<file path="src/rtl/demo_cmd_parser.sv">
// demo_cmd_parser: splits the USB CDC bulk OUT byte stream into plain data
// bytes (towards the loopback RAM) and escape-prefixed command frames
// {opcode, 24-bit little-endian argument} for the demo app sequencer.
// Build macro ARG_TIMEOUT_EN: abort an incomplete frame after TIMEOUT_CYCLES
// consecutive cycles without an accepted byte while inside ESC/ARG.
module demo_cmd_parser #(
  parameter logic [7:0] PREFIX         = 8'hA5,
  parameter int         TIMEOUT_CYCLES = 1024
) (
  input  logic        clk_i,
  input  logic        rst_i,
  input  logic [7:0]  in_data_i,
  input  logic        in_valid_i,
  output logic        in_ready_o,
  output logic [7:0]  data_o,
  output logic        data_valid_o,
  input  logic        data_ready_i,
  output logic [2:0]  cmd_o,
  output logic [23:0] arg_o,
  output logic        cmd_valid_o,
  input  logic        cmd_ready_i,
  output logic        err_o,
  output logic        busy_o
);

  typedef enum logic [1:0] {
    IDLE,
    ESC,
    ARG,
    CMD
  } state_t;

  localparam logic [2:0] OP_WAIT = 3'd1;

  state_t      state_q, state_d;
  logic [7:0]  data_q, data_d;
  logic        data_valid_q, data_valid_d;
  logic [2:0]  cmd_q, cmd_d;
  logic [23:0] arg_q, arg_d;
  logic        cmd_valid_q, cmd_valid_d;
  logic        err_q, err_d;
  logic [1:0]  idx_q, idx_d;
  logic [1:0]  last_q, last_d;
  logic        in_ready;
  logic        accept;
  logic        opcode_ok;

`ifdef ARG_TIMEOUT_EN
  localparam int               CNT_W    = $clog2(TIMEOUT_CYCLES + 1);
  localparam logic [CNT_W-1:0] TMO_LAST = CNT_W'(TIMEOUT_CYCLES - 1);
  logic [CNT_W-1:0] tmo_q, tmo_d;
`else
  logic unused_timeout_cfg;
  assign unused_timeout_cfg = ^TIMEOUT_CYCLES;
`endif

  // Input backpressure: header bytes need room in the data register, argument
  // bytes are always taken, and nothing is taken while a command is pending.
  always_comb begin
    in_ready = 1'b0;
    case (state_q)
      IDLE, ESC: in_ready = ~data_valid_q | data_ready_i;
      ARG:       in_ready = 1'b1;
      default:   in_ready = 1'b0;
    endcase
  end

  assign accept    = in_valid_i & in_ready;
  assign opcode_ok = (in_data_i[7:3] == 5'd0) && (in_data_i[2:0] != 3'd0);

  // Next-state and output-register logic for the frame parser.
  always_comb begin
    state_d      = state_q;
    data_d       = data_q;
    data_valid_d = data_valid_q;
    cmd_d        = cmd_q;
    arg_d        = arg_q;
    cmd_valid_d  = cmd_valid_q;
    err_d        = 1'b0;
    idx_d        = idx_q;
    last_d       = last_q;
`ifdef ARG_TIMEOUT_EN
    tmo_d        = '0;
`endif

    if (data_valid_q && data_ready_i) begin
      data_valid_d = 1'b0;
    end

    case (state_q)
      IDLE: begin
        if (accept) begin
          if (in_data_i == PREFIX) begin
            state_d = ESC;
          end else begin
            data_d       = in_data_i;
            data_valid_d = 1'b1;
          end
        end
      end
      ESC: begin
        if (accept) begin
          if (in_data_i == PREFIX) begin
            data_d       = PREFIX;
            data_valid_d = 1'b1;
            state_d      = IDLE;
          end else if (opcode_ok) begin
            cmd_d   = in_data_i[2:0];
            arg_d   = '0;
            idx_d   = 2'd0;
            last_d  = (in_data_i[2:0] == OP_WAIT) ? 2'd0 : 2'd2;
            state_d = ARG;
          end else begin
            err_d   = 1'b1;
            state_d = IDLE;
          end
        end
      end
      ARG: begin
        if (accept) begin
          case (idx_q)
            2'd0:    arg_d[7:0]   = in_data_i;
            2'd1:    arg_d[15:8]  = in_data_i;
            default: arg_d[23:16] = in_data_i;
          endcase
          idx_d = idx_q + 2'd1;
          if (idx_q == last_q) begin
            state_d = CMD;
            if (!data_valid_d) begin
              cmd_valid_d = 1'b1;
            end
          end
        end
      end
      default: begin
        if (cmd_valid_q && cmd_ready_i) begin
          cmd_valid_d = 1'b0;
          state_d     = IDLE;
        end else if (!cmd_valid_q && !data_valid_d) begin
          cmd_valid_d = 1'b1;
        end
      end
    endcase

`ifdef ARG_TIMEOUT_EN
    if ((state_q == ESC || state_q == ARG) && !accept) begin
      if (tmo_q == TMO_LAST) begin
        err_d   = 1'b1;
        state_d = IDLE;
      end else begin
        tmo_d = tmo_q + 1'b1;
      end
    end
`endif
  end

  // State and output registers; reset discards any partial frame.
  always_ff @(posedge clk_i or posedge rst_i) begin
    if (rst_i) begin
      state_q      <= IDLE;
      data_q       <= '0;
      data_valid_q <= 1'b0;
      cmd_q        <= '0;
      arg_q        <= '0;
      cmd_valid_q  <= 1'b0;
      err_q        <= 1'b0;
      idx_q        <= '0;
      last_q       <= '0;
    end else begin
      state_q      <= state_d;
      data_q       <= data_d;
      data_valid_q <= data_valid_d;
      cmd_q        <= cmd_d;
      arg_q        <= arg_d;
      cmd_valid_q  <= cmd_valid_d;
      err_q        <= err_d;
      idx_q        <= idx_d;
      last_q       <= last_d;
    end
  end

`ifdef ARG_TIMEOUT_EN
  // Idle-cycle counter for the frame timeout.
  always_ff @(posedge clk_i or posedge rst_i) begin
    if (rst_i) begin
      tmo_q <= '0;
    end else begin
      tmo_q <= tmo_d;
    end
  end
`endif

  assign in_ready_o   = in_ready;
  assign data_o       = data_q;
  assign data_valid_o = data_valid_q;
  assign cmd_o        = cmd_q;
  assign arg_o        = arg_q;
  assign cmd_valid_o  = cmd_valid_q;
  assign err_o        = err_q;
  assign busy_o       = (state_q != IDLE);

endmodule
</file>
<file path="config.mk">
export PLATFORM = sky130hd
export DESIGN_NAME = demo_cmd_parser
export DESIGN_NICKNAME = d
export VERILOG_FILES = /design/src/rtl/demo_cmd_parser.sv
export SDC_FILE = /design/constraint.sdc
export NUM_CORES = 1
export LEC_CHECK = 0
export CELL_PAD_IN_SITES_DETAIL_PLACEMENT = 1
export CELL_PAD_IN_SITES_GLOBAL_PLACEMENT = 1
export CORE_AREA = 2 2 77 79
export CTS_BUF_LIST = sky130_fd_sc_hd__clkbuf_2
export DETAILED_ROUTE_END_ITERATION = 10
export DIE_AREA = 0 0 79 81
export GPL_TIMING_DRIVEN = 0
export PLACE_DENSITY_LB_ADDON = 0.1
export SLEW_MARGIN = 20
export SYNTH_ARGS = -nofsm -noshare
export SYNTH_HDL_FRONTEND = slang
export SYNTH_SLANG_ARGS = --single-unit
</file>
<file path="constraint.sdc">
create_clock -name clk_i -period 2.2 [get_ports clk_i]
set_input_delay 0.55 -clock clk_i [delete_from_list [all_inputs] [get_ports clk_i]]
set_output_delay 0.55 -clock clk_i [all_outputs]
set_load 0.03 [all_outputs]
</file>
==> results by group <==
Worst setup path
  – R2R Path Start: state_q[0]$_DFFE_PP0P_
  – CP delay by family, top: buffers and inverters
  – Crit path kind: in -> out
  – Crit end category: output port
  – Crit. path cell count: 5
  – CP bufs+invs: 2
  – Critical path data arrival time: around 1600 ps
  – Crit path cell chain: clkdlybuf4s50_1 -> nand2b_4 -> nor2_1 -> a21oi_1 -> buf_2
  – Reg-to-reg slack, setup: about 230 ps
  – Max Fanout on Critical Path: 8
  – Worst Path Required: ~1700 ps
  – Reg2reg end: arg_o[8]$_DFFE_PP0P_
  – Worst r2r path cells: 5
  – Startpoint Class: input pin
  – Crit-path slowest cell: clkdlybuf4s50_1
  – Crit-path max cell delay: 460 ps

Die
  – Die H: 81 um
  – Chip Width: about 79 um
  – Initial Utilization: between 30% and 40%
  – Core area: 5675 um2
  – Die area: ~6400 um2
  – I/O pin cnt: 53
  – Site Rows: 28

Clock tree
  – CTS Buffer Depth: 2
  – Sink Count: 43
  – Skew-Pair Late Insertion Delay: approximately 430 ps
  – CTS tree: done
  – Cts bufs inserted: 5
  – H-tree depth: 2
  – Clock transition at the registers of the reported paths: 240 ps
  – Cts hold-fix bufs: 0
  – Root buffer cell: clkbuf_2

Yosys
  – YS warnings: 0
  – Avg Inst Size Synth: just over 10 um2
  – Post-synth EDFFs: 0
  – Library cells used by synthesis: 36
  – Cells after Synth: 198
  – #FFs+latches synth: 43
  – Ys async rst share: 100.0%
  – Synthesized area: roughly 2000 um2
  – Syn Nets: approximately 210
  – Seq/Total Area, Yosys: between 50 and 60%
  – Top_reg_cell synth: dfrtp_1

Placed design
  – RePlAce Congestion: 0.7732
  – Dpl cells: 326
  – HPWL after DPL: 4.051 mm
  – Post-DP Area: about 2700 um2
  – PortBufs: 52

GRT
  – Largest net degree at the start of global routing: 24
  – Initial antenna violation count: 0
  – First-pass GRT wire length: roughly 9.3 mm
  – GRT Overall Usage: 19.32%
  – Grt ovf: 0
  – Vias in the first global route: roughly 1800

Pwr
  – Pint: around 1.4 mW
  – Power density cells: between 800 and 900 nW/um2
  – Clk pwr share: approximately 15%
  – Reg power frac: a little under half
  – Lkg Pwr: ~1.2 nW
  – Psw: between 0.9 and 1 mW
  – Combinational Power Share: between 30% and 40%
  – Peak VDD IR: roughly 0.00045 V
  – Sw Share: 40.17%

Job
  – Max Cap Viol: 0

STA
  – RSZ-0062 raised after global routing: no
  – Final Hold Violating Endpoints: 0
  – Slew @ Worst Pin: 642.5 ps
  – Post-route clock period utilization: a little over nine tenths
  – Clk_skew: between 15 and 20 ps
  – Minimum clock period: 2100 ps
  – Max Clock Freq: ~480 MHz
  – Final Max Tran Viols: 0
  – Final setup viols: 0
  – Rel. slew slack: roughly 57%

Cells and area
  – Synth-to-layout area growth: 35.30%
  – Fraction of layout cells with a size suffix above 1: 11.58%
  – Post-layout nets: 273
  – Finished Cell Area: 2753 um2
  – N_diodes: 0
  – # fillers: 659
  – Post-route insts no fill: roughly 330

Route
  – Wire per inst: ~17 um
  – DRT Pass-1 Iters: 4
  – WL final: 5.643 mm
  – Total number of vias: roughly 1700
  – Starting DRT DRC Count: 98
  – DRC viols: 0
  – ANT nets after route: 0
  – Via/cell ratio: around 5.0

Min path
  – HP Class: in -> async

Outcome
  – Status: finished, final reports clean
[timing repair]
item,CTS,global route
endpoints found under the setup margin,12,26
pin swaps,1,1
gates resized for setup,15,12
buffers inserted,2,0
[cell usage in the layout (no fill, tap or decap), types with 3 or more instances in the layout]
cell type / synthesis / final
clkbuf_2: 0 / 6
clkdlybuf4s50_1: 0 / 41
inv_1: 16 / 15
a21oi_1: 8 / 7
nor2_1: 6 / 3
nor2b_1: 4 / 4
dlymetal6s2s_1: 0 / 5
mux2_2: 5 / 5
buf_2: 1 / 3
dfrtp_1: 43 / 42
o211ai_1: 9 / 9
and3_1: 3 / 3
nand2_1: 37 / 37
a22o_1: 11 / 11
nand3_1: 8 / 8
o22a_1: 4 / 4
mux2i_1: 9 / 9
dlygate4sd2_1: 0 / 4
nand2b_1: 4 / 3
[logic make-up after synthesis]
logic type | Yosys count | share of synthesized area [%]
simple gates | 69 | 16.05
compound gates | 44 | 17.28
flops | 43 | 52.89
buf+inv | 24 | 4.489
mux | 14 | 7.196
xor+xnor | 2 | 0.8612
fa+ha+maj | 2 | 1.230
[metrics by stage]
stage,utilization (%),worst slack [ps],power [mW],hold slack (ps),setup TNS (ps)
final,48.50,99.92,2.349,437.1,0
after global routing,48.50,10.94,2.501,431.0,0
after CTS,48.10,0.2447,2.379,437.7,0
after detailed placement,47.16,-635.3,2.018,481.4,-17570
after global placement,46.67,-638.5,1.992,487.0,-32330
after floorplan,-,249.8,1.593,501.1,0
[per-layer routing]
layer | GRT usage [%] | up-vias | wire length, um
li1 | - | 808 | -
met1 | 26.56 | 835 | 2739
met2 | 30.42 | 32 | 2630
met3 | 4.111 | 7 | 190
met4 | 6.724 | 0 | 82
met5 | 0 | - | 0
[area by class of cell]
type	instances	area (um2)	area share, %
inverters	16	60.06	2.182
multi-input cells	131	890.9	32.36
clock buffers	5	25.02	0.9091
well taps	75	93.84	3.409
flip-flops and latches	43	1077	39.14
plain buffers	6	25.02	0.9091
repair buffers	55	560.5	20.36
clock inverters	3	20.02	0.7273
[worst max path at each step]
stage / from / end / slack [ps]
6_report: data_ready_i / in_ready_o / 100
5_1_grt: data_valid_o$_DFF_PP0_ / data_valid_o / 10
4_1_cts: in_data_i[3] / arg_o[11]$_DFFE_PP0P_ / 0.2
3_5_place_dp: data_ready_i / in_ready_o / -640
3_3_place_gp: data_ready_i / in_ready_o / -640
2_1_floorplan: data_ready_i / in_ready_o / 250
[synthesized netlist by cell type (2+ instances only)]
library cell   n  area share (%)
dfrtp_1       43              53
inv_1         16             3.0
nor2_1         6             1.1
mux2_2         5             2.8
buf_1          3            0.55
a21oi_1        8             2.0
ha_1           2             1.2
nor2b_1        4             1.2
o22ai_1        2            0.61
o31ai_1        2            0.74
mux2i_1        9             4.4
nand3_1        8             2.0
o211ai_1       9             3.3
o22a_1         4             1.7
clkbuf_1       4            0.74
a31oi_1        2            0.61
and3_1         3            0.92
nand2b_1       4             1.2
nand2_1       37             6.8
a22o_1        11             4.7
[flip-flops by register name, indices dropped and copies added (netlist names)]
signal / count
idx_q: 2
state_q: 2
arg_o: 24
last_q: 1
data_o: 8
err_o: 1
cmd_valid_o: 1
cmd_o: 3
data_valid_o: 1
[power groups by stage]
stage                     Combinational [mW]  Sequential (mW)  Clock [mW]
final                                  0.929             1.07       0.351
after global routing                    1.01             1.09       0.403
after CTS                              0.937             1.07       0.371
after detailed placement               0.936             1.08           0
after global placement                 0.913             1.08           0
after floorplan                        0.254             1.34           0
Power figures use the tool's default switching activity.
